`src/rtl/wallace_reduce_pipe.sv`:
```
// Pipelined 6x6 Wallace reduction front end: partial products are compressed to a sum row and
// a carry row (out_sum + out_carry == in_a * in_b) under a valid/ready handshake.
// REG_PP selects a two-stage (6->4 registered, 4->2 registered) or one-stage pipeline.
module wallace_reduce_pipe #(
  parameter int unsigned REG_PP = 1,
  parameter int unsigned TAG_W  = 4
) (
  input  logic             clk,
  input  logic             rst_n,
  input  logic             in_valid,
  output logic             in_ready,
  input  logic [5:0]       in_a,
  input  logic [5:0]       in_b,
  input  logic [TAG_W-1:0] in_tag,
  output logic             out_valid,
  input  logic             out_ready,
  output logic [11:0]      out_sum,
  output logic [11:0]      out_carry,
  output logic [TAG_W-1:0] out_tag
);

  typedef logic [11:0] row_t;

  // Column-wise 3:2 counter over whole rows; the carry moves one column left. Columns with only
  // two live bits reduce to half adders. Every row is bounded by the product (< 4096), so no
  // carry can ever reach bit 12.
  function automatic logic [23:0] csa(input row_t x, input row_t y, input row_t z);
    row_t s;
    row_t c;
    s = x ^ y ^ z;
    c = ((x & y) | (x & z) | (y & z)) << 1;
    return {c, s};
  endfunction

  logic [5:0][11:0] pp;
  logic [3:0][11:0] l1;

  // Partial-product rows: row i is in_a gated by in_b[i], weighted 2^i.
  always_comb begin
    pp = '0;
    for (int i = 0; i < 6; i++) begin
      pp[i] = row_t'(in_a & {6{in_b[i]}}) << i;
    end
  end

  // First reduction layer: 6 rows to 4 rows.
  always_comb begin
    l1 = '0;
    {l1[1], l1[0]} = csa(pp[0], pp[1], pp[2]);
    {l1[3], l1[2]} = csa(pp[3], pp[4], pp[5]);
  end

  logic             s2_adv;
  logic             s2_in_valid;
  logic [3:0][11:0] s2_in_rows;
  logic [TAG_W-1:0] s2_in_tag;

  logic             out_valid_q;
  row_t             out_sum_q;
  row_t             out_carry_q;
  logic [TAG_W-1:0] out_tag_q;

  assign s2_adv = !out_valid_q | out_ready;

  if (REG_PP != 0) begin : g_reg_pp
    logic             s1_valid_q;
    logic [3:0][11:0] s1_rows_q;
    logic [TAG_W-1:0] s1_tag_q;
    logic             s1_adv;

    assign s1_adv   = !s1_valid_q | s2_adv;
    assign in_ready = s1_adv;

    // Stage 1 occupancy: refilled (or emptied) whenever the stage may advance.
    always_ff @(posedge clk or negedge rst_n) begin
      if (!rst_n) begin
        s1_valid_q <= 1'b0;
      end else if (s1_adv) begin
        s1_valid_q <= in_valid;
      end
    end

    // Stage 1 data: captured only on an accepted transfer.
    always_ff @(posedge clk or negedge rst_n) begin
      if (!rst_n) begin
        s1_rows_q <= '0;
        s1_tag_q  <= '0;
      end else if (in_valid && s1_adv) begin
        s1_rows_q <= l1;
        s1_tag_q  <= in_tag;
      end
    end

    assign s2_in_valid = s1_valid_q;
    assign s2_in_rows  = s1_rows_q;
    assign s2_in_tag   = s1_tag_q;
  end else begin : g_no_reg_pp
    assign in_ready    = s2_adv;
    assign s2_in_valid = in_valid;
    assign s2_in_rows  = l1;
    assign s2_in_tag   = in_tag;
  end

  row_t l2_s;
  row_t l2_c;
  row_t sum_d;
  row_t carry_d;

  // Second reduction: 4 rows to 3, then 3 to the final 2.
  always_comb begin
    l2_s    = '0;
    l2_c    = '0;
    sum_d   = '0;
    carry_d = '0;
    {l2_c, l2_s}     = csa(s2_in_rows[0], s2_in_rows[1], s2_in_rows[2]);
    {carry_d, sum_d} = csa(l2_s, l2_c, s2_in_rows[3]);
  end

  // Output occupancy: holds while the consumer stalls.
  always_ff @(posedge clk or negedge rst_n) begin
    if (!rst_n) begin
      out_valid_q <= 1'b0;
    end else if (s2_adv) begin
      out_valid_q <= s2_in_valid;
    end
  end

  // Output data: captured only when a valid operation moves into stage 2.
  always_ff @(posedge clk or negedge rst_n) begin
    if (!rst_n) begin
      out_sum_q   <= '0;
      out_carry_q <= '0;
      out_tag_q   <= '0;
    end else if (s2_in_valid && s2_adv) begin
      out_sum_q   <= sum_d;
      out_carry_q <= carry_d;
      out_tag_q   <= s2_in_tag;
    end
  end

  assign out_valid = out_valid_q;
  assign out_sum   = out_sum_q;
  assign out_carry = out_carry_q;
  assign out_tag   = out_tag_q;

endmodule

```
`config.mk`:
```
export PLATFORM = sky130hd
export DESIGN_NAME = wallace_reduce_pipe
export DESIGN_NICKNAME = d
export VERILOG_FILES = /design/src/rtl/wallace_reduce_pipe.sv
export SDC_FILE = /design/constraint.sdc
export NUM_CORES = 1
export LEC_CHECK = 0
export CORE_MARGIN = 2
export CORE_UTILIZATION = 50
export CTS_BUF_LIST = sky130_fd_sc_hd__clkbuf_2 sky130_fd_sc_hd__clkbuf_4 sky130_fd_sc_hd__clkbuf_8
export DETAILED_ROUTE_END_ITERATION = 6
export PLACE_DENSITY = 0.91
export SYNTH_ARGS = -nofsm -noshare
export SYNTH_HDL_FRONTEND = slang
export SYNTH_SLANG_ARGS = --single-unit
export TNS_END_PERCENT = 5
```
`constraint.sdc`:
```
create_clock -name clk -period 1.5 [get_ports clk]
set_input_delay 0.3 -clock clk [delete_from_list [all_inputs] [get_ports clk]]
set_output_delay 0.3 -clock clk [all_outputs]
set_load 0.01 [all_outputs]
```
After elaboration in Yosys (flattened, before gate mapping):

Index checks and enable logic that the tools add are counted.

* bitwise logic cells: 36
* reduce and logical (&&, ||, !) cells: 4

Operators with widths (count)
* 11-bit bitwise OR: 5
* 6-bit bitwise AND: 6
* 11-bit bitwise AND: 3
* 9-bit by 11-bit bitwise AND with 11-bit output: 2
* 11-bit by 12-bit XOR with 12-bit output: 1
* 12-bit XOR: 1
* 10-bit by 11-bit bitwise AND with 11-bit output: 1
* 8-bit by 11-bit bitwise AND with 11-bit output: 1
* 10-bit by 11-bit bitwise OR with 11-bit output: 1
* 10-bit by 11-bit XOR with 11-bit output: 1
* 9-bit by 11-bit XOR with 11-bit output: 1
* 9-bit by 10-bit bitwise AND with 10-bit output: 1
* 9-bit by 10-bit XOR with 10-bit output: 1
* 8-bit by 9-bit bitwise AND with 9-bit output: 1
* 8-bit by 9-bit XOR with 9-bit output: 1
* 6-bit by 8-bit bitwise AND with 8-bit output: 1
* 7-bit by 8-bit bitwise AND with 8-bit output: 1
* 7-bit by 8-bit bitwise OR with 8-bit output: 1
* 8-bit bitwise OR: 1
* 7-bit by 8-bit XOR with 8-bit output: 1
* 6-bit by 7-bit bitwise AND with 7-bit output: 1
* 6-bit by 7-bit XOR with 7-bit output: 1
* 1-bit logical AND: 2
* 1-bit logical NOT: 2
* 1-bit bitwise OR: 2

* register bits: 71
* input bits: 20
* output and inout bits: 30
* logic and storage cells: 50

Longest topological paths before layout:

* word-level depth: 6
* gate-level depth with buffers: 6
* gate-level depth less buffers: 5

Worst setup path before layout:

Ideal clock, no wire load.

* kind: register to register
* from: register g_reg_pp.s1_rows_q[7] (netlist bit)
* to: register out_sum_q[7] (netlist: out_sum[7])
* library setup time: 0.125 ns
* arrival: 1.571 ns
* data required time: 1.375 ns
* setup slack: -0.196 ns
* cell stages (with the launch flop): 4
* path buffers: 0
* clock period less this slack: 1.696 ns
* cells stage by stage: dfrtp_1 > fa_1 > fa_1 > mux2_2

* word-level cells in the longest chain between the ends: 4

RTL lines
* start: declaration: RTL line 67 `logic [3:0][11:0] s1_rows_q;`
* start signal: assignment: RTL line 89 `s1_rows_q <= l1;`
* 8-bit by 9-bit XOR with 9-bit output: RTL line 30 `s = x ^ y ^ z;`
* 9-bit by 11-bit XOR with 11-bit output: RTL line 30
* 11-bit by 12-bit XOR with 12-bit output: RTL line 30
* 12-bit XOR: RTL line 30
* net sum_d[7]: RTL line 106 `row_t sum_d;`
* end signal: assignment: RTL line 135 `out_sum_q <= sum_d;`
* end: declaration: RTL line 59 `row_t out_sum_q;`

The timed path passes the listed nets, and every way through them passes these cells.
A chain may end at the register's enable or synchronous reset.

Worst setup path in the final report:

* from: register g_reg_pp.s1_rows_q[29] (netlist bit)
* to: register out_sum_q[5] (netlist: out_sum[5])

* word-level cells in the longest chain between the ends: 3

RTL lines (RTL line)
* 9-bit by 11-bit XOR with 11-bit output: 30
* 11-bit by 12-bit XOR with 12-bit output: 30
* 12-bit XOR: 30
* net sum_d[5]: 106

The timed path passes the listed nets, and every way through them passes these cells.

==> results.sh <==
export IMPL_status="finished, violations left"
export IMPL_violations="setup timing"
export IMPL_antenna_found_initial=0
export IMPL_drive_above_1_share=0.371
export IMPL_critPathArrivalTime_ps=2030
export IMPL_r2r_start="g_reg_pp.s1_rows_q[29]"
export IMPL_dieHeight_um=81.8
export IMPL_fp_row_count=28
export IMPL_drv_cap=0
export IMPL_synth_top_area_frac=0.472
export IMPL_tritoncts="yes"
export IMPL_clock_skew_ps=8.17
export IMPL_cp_slowest_cell="fa_2"
export IMPL_yosys_cell_types_count=20
export IMPL_synth_xor_xnor_area_share=0
export IMPL_hpwl_um=4050
export IMPL_synth_area_mux_share=0.225
export IMPL_htreeDepth=3
export IMPL_ys_ff_latch=57
export IMPL_area_delta_synth_final_pct=29.1
export IMPL_p_leak_uw=0.00200
export IMPL_synth_warnings=0
export IMPL_combPwrFrac=0.293
export IMPL_crit_path_start_kind="flip-flop"
export IMPL_core_mm2=0.00589
export IMPL_synth_area_leaders="dfrtp_1, mux2_4, fa_1"
export IMPL_hp_class="primary input to flip-flop"
export IMPL_switching_share=0.275
export IMPL_reg2reg_slack_ps=-300
export IMPL_grt_pass1_vias=1938
export IMPL_routed_via_density=4.86
export IMPL_netlist_instances=203
export IMPL_synth_compound_area_share=0.00869
export IMPL_hold_start="in_a[5]"
export IMPL_clock_sinks=57
export IMPL_root_buffer="clkbuf_8"
export IMPL_stdcell_area_mm2=0.00390
export IMPL_powerDensity_mw_per_mm2=1270
export IMPL_drt_total_wl_um=5500
export IMPL_rsz0062_at_grt="yes"
export IMPL_ff2ff_path_depth=3
export IMPL_crit_reg2reg_capture="out_sum[5]"
export IMPL_vias=1754
export IMPL_yosys_area_share_simple=0.0894
export IMPL_cts_buffers=9
export IMPL_grt_pass1_wl_um=9210
export IMPL_endpoint_kind="flip-flop"
export IMPL_cpPeakStageDelay_ps=600
export IMPL_min_to="g_reg_pp.s1_rows_q[7]"
export IMPL_synth_adder_area_share=0.150
export IMPL_hold_viol_final=0
export IMPL_syn_avg_cell_area_um2=14.9
export IMPL_antenna_cells=0
export IMPL_wl_per_cell_um=15.2
export IMPL_setup_viol=9
export IMPL_critPathTopFamily="adder cells"
export IMPL_routabilityCongestion=0.778
export IMPL_pwr_share_seq=0.417
export IMPL_final_setup_worst_slack_ps=-303
export IMPL_place_area_mm2=0.00370
export IMPL_switching_power_uw=1370
export IMPL_firstDrtPassIters=4
export IMPL_max_clock_path_buffers=2
export IMPL_drv_slew=0
export IMPL_yosys_area_top_type="dfrtp_1"
export IMPL_p_int_uw=3600
export IMPL_timing_fmax_ghz=0.555
export IMPL_grt_max_degree=58
export IMPL_clock_power_share=0.289
export IMPL_initial_core_util=0.514
export IMPL_die_area_mm2=0.00668
export IMPL_nets=328
export IMPL_min_period_ps=1800
export IMPL_yosysSeqAreaShare=0.472
export IMPL_grtUsageTotal=0.193
export IMPL_criticalPathCategory="flip-flop to flip-flop"
export IMPL_clkSlewWorstSetupHoldPaths_ps=70
export IMPL_hold_depth=4
export IMPL_cp_num_buf_inv=0
export IMPL_first_iter_violations=71
export IMPL_ant_nets=0
export IMPL_globalRoute_totalOverflow=0
export IMPL_fin_crit_sh=1.20
export IMPL_cp_max_fo=2
export IMPL_drc=0
export IMPL_die_x_um=81.8
export IMPL_synth_top_family_by_area="multiplexers"
export IMPL_ios=50
export IMPL_vdd_drop_max_uv=836
export IMPL_required_ps=1720
export IMPL_p_total_uw=4970
export IMPL_synth_area_mm2=0.00302
export IMPL_portBuffers=44
export IMPL_clk_latency_ps=330
export IMPL_worstPathCellList="fa_2 -> fa_1 -> mux2_2"
==> state kept, by name, indices dropped and copies added (netlist names) <==
| name | count |
|---|---|
| g_reg_pp.s1_tag_q | 4 |
| g_reg_pp.s1_valid_q | 1 |
| out_sum | 11 |
| out_tag | 4 |
| out_valid | 1 |
| g_reg_pp.s1_rows_q | 28 |
| out_carry | 8 |
==> synth_stat cells (all sizes together) <==
cell type	count
and2	32
buf	10
conb	1
dfrtp	57
fa	17
ha	9
inv	12
mux2	49
mux2i	3
nand2	4
nand2b	1
nand3	3
nor2	1
o2bb2ai	3
or2b	1
==> power groups by stage <==
stage	Sequential, uW	Clock [uW]	Combinational [uW]
2_1_floorplan	2170	0	744
3_3_place_gp	2090	0	1550
3_5_place_dp	2110	0	1610
4_1_cts	2080	1470	1470
5_1_grt	2120	1550	1610
6_report	2070	1440	1460
==> logic make-up (layout without fill, tap and decap cells) <==
| logic type | after synthesis | count (layout) |
|---|---|---|
| AO/OA/AOI/OAI | 3 | 3 |
| adder cells (fa/ha/maj) | 26 | 26 |
| buffers and inverters | 22 | 101 |
| flip-flops | 57 | 57 |
| multiplexers | 52 | 52 |
| other | 1 | 5 |
| AND/OR/NAND/NOR | 42 | 42 |
==> cell type report <==
type | count | area (um2)
clock buffers | 12 | 159
clock inverters | 3 | 40.0
fillers | 443 | 1980
inverters | 12 | 47.5
multi-input cells | 128 | 1470
flip-flops and latches | 57 | 1430
well taps | 75 | 93.8
repair buffers | 74 | 667
==> placed cells by master, fill, tap and decap left out, types with 3 or more instances in the layout <==
| cell | count |
|---|---|
| nand2_1 | 3 |
| mux2_4 | 26 |
| inv_1 | 9 |
| mux2i_1 | 3 |
| buf_12 | 4 |
| and2_1 | 32 |
| mux2_2 | 23 |
| conb_1 | 5 |
| ha_1 | 9 |
| clkdlybuf4s50_1 | 6 |
| dfrtp_1 | 57 |
| fa_2 | 5 |
| nand3_1 | 3 |
| buf_4 | 25 |
| fa_1 | 12 |
| o2bb2ai_1 | 3 |
| dlygate4sd2_1 | 35 |
| clkbuf_8 | 11 |
==> metal layers <==
| metal | global-route usage | share of wire | vias to the layer above |
|---|---|---|---|
| met5 | 0 | 0 | - |
| met4 | 0.110 | 0.030 | 0 |
| met3 | 0.0516 | 0.042 | 12 |
| met2 | 0.307 | 0.49 | 45 |
| met1 | 0.239 | 0.44 | 870 |
| li1 | - | - | 827 |
==> worst max path at each step <==
stage,cells past startpoint,to,start
floorplan,3,out_sum[5],g_reg_pp.s1_rows_q[5]
global placement,4,g_reg_pp.s1_rows_q[2],in_b[0]
detailed placement,4,g_reg_pp.s1_rows_q[32],in_b[5]
CTS,3,out_sum[5],g_reg_pp.s1_rows_q[29]
global route,3,out_sum[5],g_reg_pp.s1_rows_q[29]
finish,3,out_sum[5],g_reg_pp.s1_rows_q[29]
==> tightest hold or removal path: cells and delay by family <==
kind	cells	cell delay, ps
buffers and inverters	2	300
and+or+nand+nor	1	60
AOI/OAI and AO/OA	1	70
==> stage by stage <==
step	TNS [ps]	worst slack (ps)	instances	hold slack, ps	util
floorplan	-901	-195	207	4.41	-
global placement	-14020	-400	343	321	0.629
detailed placement	-15160	-434	343	325	0.629
CTS	-1490	-319	360	471	0.659
global route	-1670	-345	361	472	0.663
finish	-1380	-303	361	444	0.663
==> repair_timing <==
action,CTS,global route
hold endpoints to repair,57,0
pin swaps,5,2
buffers inserted,1,1
hold buffers,1,0
setup endpoints to repair,47,11
resized for setup,44,4
Power figures use the tool's default switching activity.
